--- config.mk ---
export PLATFORM = sky130hd
export DESIGN_NAME = uart_tx_debug
export DESIGN_NICKNAME = d
export VERILOG_FILES = /design/src/rtl/uart_tx_debug.sv
export SDC_FILE = /design/constraint.sdc
export NUM_CORES = 1
export LEC_CHECK = 0
export CORE_ASPECT_RATIO = 1.1
export CORE_MARGIN = 2
export CORE_UTILIZATION = 50
export CTS_CLUSTER_SIZE = 10
export DETAILED_ROUTE_END_ITERATION = 10
export GPL_TIMING_DRIVEN = 0
export HOLD_SLACK_MARGIN = 0.02
export PLACE_DENSITY = 0.72
export SYNTH_ARGS = -nofsm -noshare
export SYNTH_HDL_FRONTEND = slang
export SYNTH_SLANG_ARGS = --single-unit
--- constraint.sdc ---
create_clock -name clk -period 2.9 [get_ports clk]
set_clock_uncertainty 0.1 [all_clocks]
set_input_delay 0.58 -clock clk [delete_from_list [all_inputs] [get_ports clk]]
set_output_delay 0.58 -clock clk [all_outputs]
set_load 0.1 [all_outputs]
--- src/rtl/uart_tx_debug.sv ---
// Debug-link UART transmitter: small byte FIFO feeding an 8N1 serialiser.
// One start bit, eight data bits LSB first, one stop bit, CLK_DIV clocks per bit.
module uart_tx_debug #(
  parameter int CLK_DIV    = 434,
  parameter int FIFO_DEPTH = 4
) (
  input  logic                          clk,
  input  logic                          reset,
  input  logic [7:0]                    tx_data,
  input  logic                          tx_valid,
  output logic                          tx_ready,
  output logic                          tx,
  output logic                          busy,
  output logic [$clog2(FIFO_DEPTH):0]   fifo_count
);

  localparam int AW = $clog2(FIFO_DEPTH);
  localparam int CW = AW + 1;
  localparam int BW = $clog2(CLK_DIV);
  localparam logic [CW-1:0] FULL_COUNT = CW'(FIFO_DEPTH);
  localparam logic [BW-1:0] BAUD_LAST  = BW'(CLK_DIV - 1);

  typedef enum logic [1:0] {
    IDLE  = 2'd0,
    START = 2'd1,
    DATA  = 2'd2,
    STOP  = 2'd3
  } state_t;

  state_t          state_r;
  logic [7:0]      mem_r [FIFO_DEPTH];
  logic [AW-1:0]   wr_ptr_r;
  logic [AW-1:0]   rd_ptr_r;
  logic [CW-1:0]   count_r;
  logic [BW-1:0]   baud_cnt_r;
  logic [2:0]      bit_cnt_r;
  logic [7:0]      shift_r;
  logic            tx_r;

  logic            full_s;
  logic            empty_s;
  logic            push_s;
  logic            pop_s;
  logic            baud_end_s;

  assign full_s     = (count_r == FULL_COUNT);
  assign empty_s    = (count_r == {CW{1'b0}});
  assign baud_end_s = (baud_cnt_r == BAUD_LAST);
  assign push_s     = tx_valid && !full_s;
  // The FIFO is drained only when the serialiser loads a new frame.
  assign pop_s      = !empty_s && ((state_r == IDLE) || ((state_r == STOP) && baud_end_s));

  // Byte storage, written at push time so later tx_data changes cannot leak in
  always_ff @(posedge clk) begin
    if (push_s) begin
      mem_r[wr_ptr_r] <= tx_data;
    end
  end

  // FIFO pointers and occupancy count
  always_ff @(posedge clk) begin
    if (!reset) begin
      wr_ptr_r <= {AW{1'b0}};
      rd_ptr_r <= {AW{1'b0}};
      count_r  <= {CW{1'b0}};
    end else begin
      if (push_s) begin
        wr_ptr_r <= wr_ptr_r + AW'(1);
      end
      if (pop_s) begin
        rd_ptr_r <= rd_ptr_r + AW'(1);
      end
      case ({push_s, pop_s})
        2'b10:   count_r <= count_r + CW'(1);
        2'b01:   count_r <= count_r - CW'(1);
        default: count_r <= count_r;
      endcase
    end
  end

  // Frame sequencer: baud timing, bit counting and the registered line driver
  always_ff @(posedge clk) begin
    if (!reset) begin
      state_r    <= IDLE;
      tx_r       <= 1'b1;
      baud_cnt_r <= {BW{1'b0}};
      bit_cnt_r  <= 3'd0;
      shift_r    <= 8'h00;
    end else begin
      case (state_r)
        IDLE: begin
          tx_r <= 1'b1;
          if (pop_s) begin
            shift_r    <= mem_r[rd_ptr_r];
            tx_r       <= 1'b0;
            baud_cnt_r <= {BW{1'b0}};
            state_r    <= START;
          end
        end
        START: begin
          if (baud_end_s) begin
            tx_r       <= shift_r[0];
            bit_cnt_r  <= 3'd0;
            baud_cnt_r <= {BW{1'b0}};
            state_r    <= DATA;
          end else begin
            baud_cnt_r <= baud_cnt_r + BW'(1);
          end
        end
        DATA: begin
          if (baud_end_s) begin
            baud_cnt_r <= {BW{1'b0}};
            if (bit_cnt_r == 3'd7) begin
              tx_r    <= 1'b1;
              state_r <= STOP;
            end else begin
              tx_r      <= shift_r[1];
              shift_r   <= {1'b0, shift_r[7:1]};
              bit_cnt_r <= bit_cnt_r + 3'd1;
            end
          end else begin
            baud_cnt_r <= baud_cnt_r + BW'(1);
          end
        end
        STOP: begin
          if (baud_end_s) begin
            baud_cnt_r <= {BW{1'b0}};
            // Chain straight into the next start bit when more bytes wait.
            if (pop_s) begin
              shift_r <= mem_r[rd_ptr_r];
              tx_r    <= 1'b0;
              state_r <= START;
            end else begin
              state_r <= IDLE;
            end
          end else begin
            baud_cnt_r <= baud_cnt_r + BW'(1);
          end
        end
        default: begin
          state_r <= IDLE;
          tx_r    <= 1'b1;
        end
      endcase
    end
  end

  assign tx         = tx_r;
  assign tx_ready   = !full_s;
  assign busy       = (state_r != IDLE) || !empty_s;
  assign fifo_count = count_r;

endmodule

==> Word-level counts from Yosys, hierarchy flattened <==
Memories as Yosys holds them, arrays and structs flattened. A register that Yosys moved wholly into a read port is not among the register bits.
Cells that the tools add are included.
{ "word_totals": {"n_memories": 1, "mem_bits_ro": 0, "out_inout_bits": 6, "ramBits": 32, "latch_bits": 0, "register_bits": 30} }
{ "memory_table": {"columns": ["name", "depth", "width", "read_ports", "rd_clocked_by_memory_dff", "write_ports", "line_no", "text"], "rows": [
  ["mem_r", 4, 8, 1, 1, 1, "31", "logic [7:0] mem_r [FIFO_DEPTH];"]
]} }
{ "classes": {"n_shift": 0, "reduce_logical": 18, "bitwise_logic": 0, "add_sub_neg": 6, "multipliers": 0, "eq_ne": 15, "n_lt_le_gt_ge": 0, "div": 0, "n_mux": 31} }
{ "ops": {"columns": ["op", "count"], "rows": [
  ["8-bit 2-to-1 mux", 4],
  ["8-bit one-hot mux with 3 select lines", 1],
  ["9-bit 2-to-1 mux", 2],
  ["9-bit one-hot mux with 2 select lines", 1],
  ["2-bit 2-to-1 mux", 7],
  ["2-bit inequality test, second input constant", 7],
  ["3-bit one-hot mux with 2 select lines", 2],
  ["4-bit AND reduction", 3],
  ["9-bit by 1-bit adder with 9-bit output, second input constant", 1],
  ["9-bit == test, second input constant", 1],
  ["1-bit 2-to-1 mux", 9],
  ["3-bit 2-to-1 mux", 3],
  ["2-bit one-hot mux with 4 select lines", 1],
  ["3-bit by 1-bit adder with 3-bit output, second input constant", 2],
  ["2-bit == test, second input constant", 3],
  ["3-bit == test, second input constant", 2],
  ["2-bit nonzero test", 3],
  ["5-bit AND reduction", 1],
  ["2-bit by 1-bit adder with 2-bit output, second input constant", 2],
  ["2-bit by 1-bit == test with 1-bit output, second input constant", 2],
  ["1-bit one-hot mux with 4 select lines", 1],
  ["1-bit logical AND", 3],
  ["3-bit logical NOT", 1],
  ["3-bit nonzero test", 1],
  ["5 further kinds", 7]
]} }

==> Longest topological paths before layout <==
Gate-level depths: netlist of the first run.
{ "depth": {"word_depth": 7, "depth_mapped": 12} }

==> Worst setup path after synthesis of the first run <==
OpenSTA, ideal clock, no wires.
{ "synth_timing": {"path_type": "reg-to-reg", "start": "register count_r[2], in the netlist fifo_count[2]", "end": "register count_r[2], in the netlist fifo_count[2]", "stages_incl_launch_ff": 10, "required_ps": 2729, "period_less_slack_ps": 3651, "path_buffers": 0, "arrival_ps": 3481, "slack_ps": -751, "path_cell_list": "dfxtp_1 -> or3b_1 -> and2_1 -> inv_1 -> ha_1 -> inv_1 -> fa_1 -> xor2_1 -> or3_1 -> a21oi_1"} }
{ "synth_between": {"elab_chain_cells": 5, "elab_cells_between_ends": 12, "classes_between": "2 x add/sub; 3 x eq/ne; 1 x mux; 6 x reduce/logical"} }
{ "synth_rtl": {"columns": ["element", "line_no", "text"], "rows": [
  ["start: declaration", "34", "logic [CW-1:0] count_r;"],
  ["start signal: assignment", "65", "count_r <= {CW{1'b0}};"],
  ["start signal: assignment", "74", "2'b10: count_r <= count_r + CW'(1);"],
  ["start signal: assignment", "75", "2'b01: count_r <= count_r - CW'(1);"],
  ["3-bit == test *", "46", "assign full_s = (count_r == FULL_COUNT);"],
  ["1-bit logical NOT *", null, null],
  ["named net tx_ready", "11", "output logic tx_ready,"],
  ["1-bit logical AND *", "49", "assign push_s = tx_valid && !full_s;"],
  ["2-bit by 1-bit == test with 1-bit output or 2-bit == test (tied branches)", "73", "case ({push_s, pop_s})"],
  ["3-bit one-hot mux with 2 select lines or 2-bit nonzero test (tied branches)", null, null]
]} }
The timed path passes the listed nets; every way through them passes the cells marked *.
A chain may end at the register's enable or synchronous reset.

==> Final worst setup path of the first run <==
{ "layout_timing": {"start": "register count_r[2], in the netlist fifo_count[2]", "end": "output tx_ready"} }
{ "layout_between": {"elab_chain_cells": 2} }
{ "layout_rtl": {"columns": ["element", "line_no", "text"], "rows": [
  ["3-bit == test", "46", null],
  ["1-bit logical NOT", "149", "assign tx_ready = !full_s;"],
  ["end: declaration", "11", null]
]} }
Every way passes these cells.

==> results.md, run 1 <==
- Worst vdd rail ir drop: approximately 480 uV
- Row count: 29
- Clock-pin slew on the worst setup and hold paths: ~70 ps
- Clock Latency Late Sink: approximately 340 ps
- Post-route DRC: 0
- Die Ht: 86.29 microns
- Clock power share: 0.237
- Core area: 5842 sq um
- Relative slew slack: 0.3528
- Final #Nets: roughly 320
- Layout cells sized above 1: 0.1655
- Total wire length: ~5900 microns
- Final setup vio count: 0
- Clock Path Buffers: 2
- Combinational fraction of design power: 0.406
- Crit path required time: 2220 ps
- Crit path time final: around 2800 ps
- Main flop type after synthesis: edfxtp_1
- Post-DP HPWL: 4009 microns
- Avg Cell Area, Syn: between 10 and 15 sq um
- Status: finished clean
- Via total after detailed routing: approximately 2.1k
- Die area: 6801 sq um
- Seq/Total Area, Yosys: 0.5203
- Post-CTS setup buffers: 0
- Clock sink total: 64
- Net Sw Power: ~1300 uW
- TritonCTS buffer count: 9
- Total power divided by cell area: 972.0 nW/um^2
- Area of the multi-input gates: approximately 1400 sq um
- Vias in the first global route: approximately 2.1k
- Die W: just under 80 microns
- Area Overhead vs Synth: 15.49%
- CP arrival: 2120 ps
- 1st-pass router iterations: 4
- Overall Power: 3455 uW
- Starting density of the core: 0.5269
- Reg-to-reg critical path startpoint: baud_cnt_r[0]
- Largest net degree at the start of global routing: 12
- Mapped Area: approximately 3100 sq um
- Reg-to-reg slack, setup: around 170 ps
- Post-Synthesis Cells: around 270
- Final Instance Count excl. Fillers: 373
- Syn nets: 291
- F_max: about 360 MHz
- Synth area leader: edfxtp_1
- Setup CP Type: reg2out
- Final-report hold violation count: 0
- Switching share of power: 0.3763
- Final GP Congestion: just under 0.8
- Fin crit share: 0.9663
- CP Max Fanout: 7
- CTS tree: done
- YS warnings: 0
- Post-synth EDFFs: 32
- RSZ-0062 raised after global routing: no
- Yosys cell types: 55
- Per-cell routed wire length: around 16 microns
- CP startpoint kind: register
- Fill cells: about 470
- H-tree depth: 3
- GRT overflow: 0
- Hold path startpoint: shift_r[3]
- Area contributors post-synth: edfxtp_1 (31%), dfxtp_1 (21%), mux4_2 (5.9%)
- Share of power burned in registers: 0.357
- Cell Int Power: around 2200 uW
- Initial antenna violation count: 0
- Leak: roughly 0.0013 uW
- Antenna viol nets, final: 0
- Maxcap violations: 0
- Slew at the pin closest to its max-slew limit: ~970 ps
- Worst setup path startpoint: fifo_count[2]
- Routed vias/inst: between 5 and 6
- Boundary Pins: 17
- Diodes inserted: 0
- Async SR Flop Fraction: 0
- Port Buf Inserts: 16
- Critical Path End Type: output pin
- Worst min-delay path category: reg2reg
- Slew Viols, Final: 0
- Global Route Usage Sum: 0.1917
- Cell count after placement: approximately 360
- Root Buffer: clkbuf_8
- Drt initial violations: ~110
- Yosys reg bits: 64
- Area share of the largest cell type after synthesis: 0.3122
- FF/Latch Area: 1608 sq um
- First-pass GRT wire length: between 9000 and 10000 microns
-- synth_stat cells, types with 6 or more instances --
library cell  instances
mux4_2                8
dfxtp_1              32
edfxtp_1             32
nor2_1               12
ha_1                 14
and3_1                7
a21oi_1              19
mux2i_1               9
nand2_1              28
clkbuf_1              8
inv_1                13
mux2_2                7
o21ai_0               6
-- metal layers --
| metal | vias to the layer above | part of all wire | GRT usage |
|---|---|---|---|
| li1 | 1041 | - | - |
| met1 | 1041 | 0.45 | 0.2356 |
| met2 | 42 | 0.50 | 0.3193 |
| met3 | 12 | 0.030 | 0.03958 |
| met4 | 0 | 0.021 | 0.1019 |
| met5 | - | 0 | 0 |
-- final cells by class --
cell class | count | share of cell area
multi-input combinational | 174 | 0.3847
timing repair buffer | 16 | 0.04365
buffer | 12 | 0.01760
sequential | 64 | 0.4523
inverter | 15 | 0.01584
clock buffer | 9 | 0.03485
tap | 77 | 0.02710
clock inverter | 6 | 0.02394
-- worst max-delay path, stage by stage, from the launching register on --
cell and delay, ps:
dfxtp_4 390, or3b_4 410, clkdlybuf4s50_1 980
-- final timing paths --
| kind | endpoint | depth (start not counted) |
|---|---|---|
| worst max-delay path | tx_ready | 2 |
| worst min-delay path | shift_r[3] | 2 |
| worst max register to register | fifo_count[2] | 11 |
| worst min register to register | shift_r[3] | 2 |
-- state kept, by name, indices dropped and copies added (netlist names), named ones only --
signal and count:
shift_r 8, wr_ptr_r 2, mem_r 32, rd_ptr_r 2
fifo_count 3, tx 1, bit_cnt_r 3, state_r 2
baud_cnt_r 9
-- layout by cell type (no fill, tap or decap), drive strengths merged, types with 5 or more instances in the layout --
cell and instances:
edfxtp 32, dfxtp 32, nand2 28, a21oi 19, clkbuf 17, clkdlybuf4s50 15, ha 14, inv 14
nor2 12, mux2i 9, mux4 8, and3 7, mux2 7, o21ai 6, and2 6, buf 5
-- cell families (layout without fill, tap and decap cells) --
family | after synthesis | count (layout) | share of synthesized area
AO/OA/AOI/OAI | 51 | 51 | 0.1118
XOR/XNOR | 3 | 3 | 0.008538
adder cells (fa/ha/maj) | 15 | 15 | 0.06342
buffers and inverters | 27 | 58 | 0.03821
flip-flops | 64 | 64 | 0.5203
multiplexers | 24 | 24 | 0.1134
AND/OR/NAND/NOR | 81 | 81 | 0.1443
-- power groups by stage --
stage	clock network (uW)	logic, uW	registers (uW)
final	818	1400	1230
after global routing	869	1540	1250
after CTS	834	1400	1230
after detailed placement	0	1400	1250
after global placement	0	1370	1240
after floorplan	0	1000	1340
-- per-stage QoR --
step	hold slack [ps]	setup WS (ps)	setup TNS, ps	instance area, sq um	utilization
floorplan	335.5	111.9	0	3087	-
global placement	344.9	-164.9	-164.9	3343	0.5723
detailed placement	354.3	-191.0	-191.0	3343	0.5723
CTS	363.5	81.64	0	3547	0.6072
global route	388.2	4.415	0	3555	0.6085
finish	358.9	97.68	0	3555	0.6085
-- what timing repair did --
item / in CTS / in global routing
resized for setup: 5 / 3
endpoints found under the setup margin: 1 / 1
hold buffers: 0 / 0
Note: power is estimated with default switching activity, not from simulation.
==> inputs of run 2 (changes only) <==
--- a/config.mk
+++ b/config.mk
@@ -5,14 +5,15 @@
 export SDC_FILE = /design/constraint.sdc
 export NUM_CORES = 1
 export LEC_CHECK = 0
+export CAP_MARGIN = 25
 export CORE_ASPECT_RATIO = 1.1
-export CORE_MARGIN = 2
 export CORE_UTILIZATION = 50
 export CTS_CLUSTER_SIZE = 10
 export DETAILED_ROUTE_END_ITERATION = 10
 export GPL_TIMING_DRIVEN = 0
 export HOLD_SLACK_MARGIN = 0.02
 export PLACE_DENSITY = 0.72
+export REMOVE_ABC_BUFFERS = 1
 export SYNTH_ARGS = -nofsm -noshare
 export SYNTH_HDL_FRONTEND = slang
 export SYNTH_SLANG_ARGS = --single-unit
==> results.md, run 2 (synthesis gave the netlist of run 1 again) <==
- Status: finished clean
- Post-DP HPWL: between 3000 and 4000 microns
- Reg2Reg Depth: 10
- Hold path cells: 2
- Max FFs per register: 32
- Die W: slightly below 80 microns
- Initial antenna violation count: 0
- Switching share of power: 0.3779
- Worst path bufs/invs: 1
- Final setup vio count: 0
- R2R Path End: fifo_count[2]
- Final-report hold violation count: 0
- Clock-pin slew on the worst setup and hold paths: about 80 ps
- Vias in the first global route: slightly below 2k
- Die area: roughly 6500 sq um
- Total wire length: between 5000 and 6000 microns
- Global Route Usage Sum: 0.1859
- Cell Int Power: 2151 uW
- Setup CP Type: reg2out
- Slowest CP cell: clkdlybuf4s50_1
- Routed vias/inst: ~5.7
- CTS hold repair buffers: 0
- Clock power share: 0.252
- Crit path time final: about 2700 ps
- Final GP Congestion: ~0.78
- Hold path startpoint: shift_r[3]
- Hold EP: shift_r[3]
- Root Buffer: clkbuf_8
- Via total after detailed routing: between 2k and 2.5k
- Clock Path Buffers: 2
- Slew Viols, Final: 0
- Clock Latency Late Sink: about 340 ps
- Antenna viol nets, final: 0
- Final worst setup slack: 191.0 ps
- Crit path required time: 2220 ps
- Relative slew slack: 0.3345
- Max incr delay on CP: between 1000 and 1500 ps
- Crit-path cells: clkdlybuf4s50_1
- Area Overhead vs Synth: 13.86%
- Worst min-delay path category: reg2reg
- Largest net degree at the start of global routing: 23
- Row count: 29
- Largest registers: mem_r: 32 flops, baud_cnt_r: 9 flops, shift_r: 8 flops
- CP Max Fanout: 7
- Layout cells sized above 1: 0.1538
- Die Ht: between 80 and 90 microns
- Critical Path End Type: output pin
- Starting density of the core: 0.5269
- Drt initial violations: 99
- Per-cell routed wire length: around 15 microns
- Combinational fraction of design power: 0.385
- Maxcap violations: 0
- Core area: roughly 5800 sq um
- Leak: about 0.0013 uW
- Worst path depth: 1
- Total power divided by cell area: ~990 nW/um^2
- Reg-to-reg slack, setup: around 200 ps
- CP top delay family: buffers and inverters
- H-tree depth: 3
- Largest reg by FF count: mem_r
- Reg-to-reg critical path startpoint: baud_cnt_r[0]
- Fin Setup TNS: 0 ps
- Diodes inserted: 0
- CTS tree: done
- GRT overflow: 0
- Share of power burned in registers: 0.363
- Boundary Pins: 17
- Worst vdd rail ir drop: between 500 and 600 uV
- Most frequent cells in the layout: dfxtp_1 (32), edfxtp_1 (32), nand2_1 (28)
- Net Sw Power: 1306 uW
- Fin crit share: 0.9341
- 1st-pass router iterations: 4
- RSZ-0062 raised after global routing: no
- CP arrival: 2030 ps
- CP startpoint kind: register
- Pre-CTS WS: -287.3 ps
- Port Buf Inserts: 16
- Clock sink total: 64
- Post-route DRC: 0
- Slew at the pin closest to its max-slew limit: around 1000 ps
- Final #Nets: between 300 and 400
- F_max: ~370 MHz
- TritonCTS buffer count: 9
- First-pass GRT wire length: 9363 microns
-- run 2: changes by cell type in the layout (fill, tap and decap cells not counted), moves of 2 or more --
| cell | change |
|---|---|
| inv_6 | +3 |
| dfxtp_1 | +3 |
| dfxtp_2 | -2 |
| clkbuf_1 | -7 |
-- run 2: power by group through the flow --
| stage | Sequential [uW] | Combinational [uW] | Clock (uW) |
|---|---|---|---|
| after global routing | 1280 | 1460 | 925 |
| after global placement | 1270 | 1310 | 0 |
| after floorplan | 1350 | 963 | 0 |
| after CTS | 1260 | 1340 | 885 |
| final | 1250 | 1330 | 872 |
| after detailed placement | 1280 | 1340 | 0 |
-- run 2: layer usage --
| layer | vias up | GRT usage | wire length, microns |
|---|---|---|---|
| met5 | - | 0 | 0 |
| met4 | 0 | 0.07867 | 91 |
| met3 | 11 | 0.05109 | 208 |
| met2 | 42 | 0.2987 | 2753 |
| met1 | 1009 | 0.2360 | 2495 |
| li1 | 1021 | - | - |
-- run 2: metrics by stage --
step,hold WS [ps],utilization,area [sq um],std cells,total power (uW)
after floorplan,335.5,-,3017,253,2314
after global placement,344.6,0.5603,3273,346,2577
after detailed placement,356.5,0.5603,3273,346,2611
after CTS,367.5,0.6001,3506,363,3482
after global routing,392.5,0.5999,3505,363,3670
final,362.6,0.5999,3505,363,3457
-- run 2: worst max path at each step --
stage / slack [ps] / end / start
2_1_floorplan: -760 / fifo_count[2] / fifo_count[2]
3_3_place_gp: -270 / busy / state_r[0]
3_5_place_dp: -290 / busy / state_r[1]
4_1_cts: -30 / busy / state_r[0]
5_1_grt: 30 / fifo_count[2] / baud_cnt_r[0]
6_report: 190 / fifo_count[1] / fifo_count[1]
-- run 2: area by class of cell --
| type | count | area [sq um] |
|---|---|---|
| Fill cell | 470 | 2337 |
| Sequential cell | 64 | 1602 |
| Multi-Input combinational cell | 174 | 1364 |
| Timing Repair Buffer | 17 | 161.4 |
| Clock buffer | 9 | 123.9 |
| Clock inverter | 7 | 101.3 |
| Tap cell | 77 | 96.34 |
| Inverter | 15 | 56.30 |
-- run 2: timing repair --
| action | in CTS | in global routing |
|---|---|---|
| setup buffers | 1 | 0 |
| gates cloned | 0 | 0 |
| resized for setup | 5 | 5 |
| setup endpoints to repair | 3 | 2 |
| endpoints found under the hold margin | 0 | 0 |
| pin swaps | 1 | 0 |
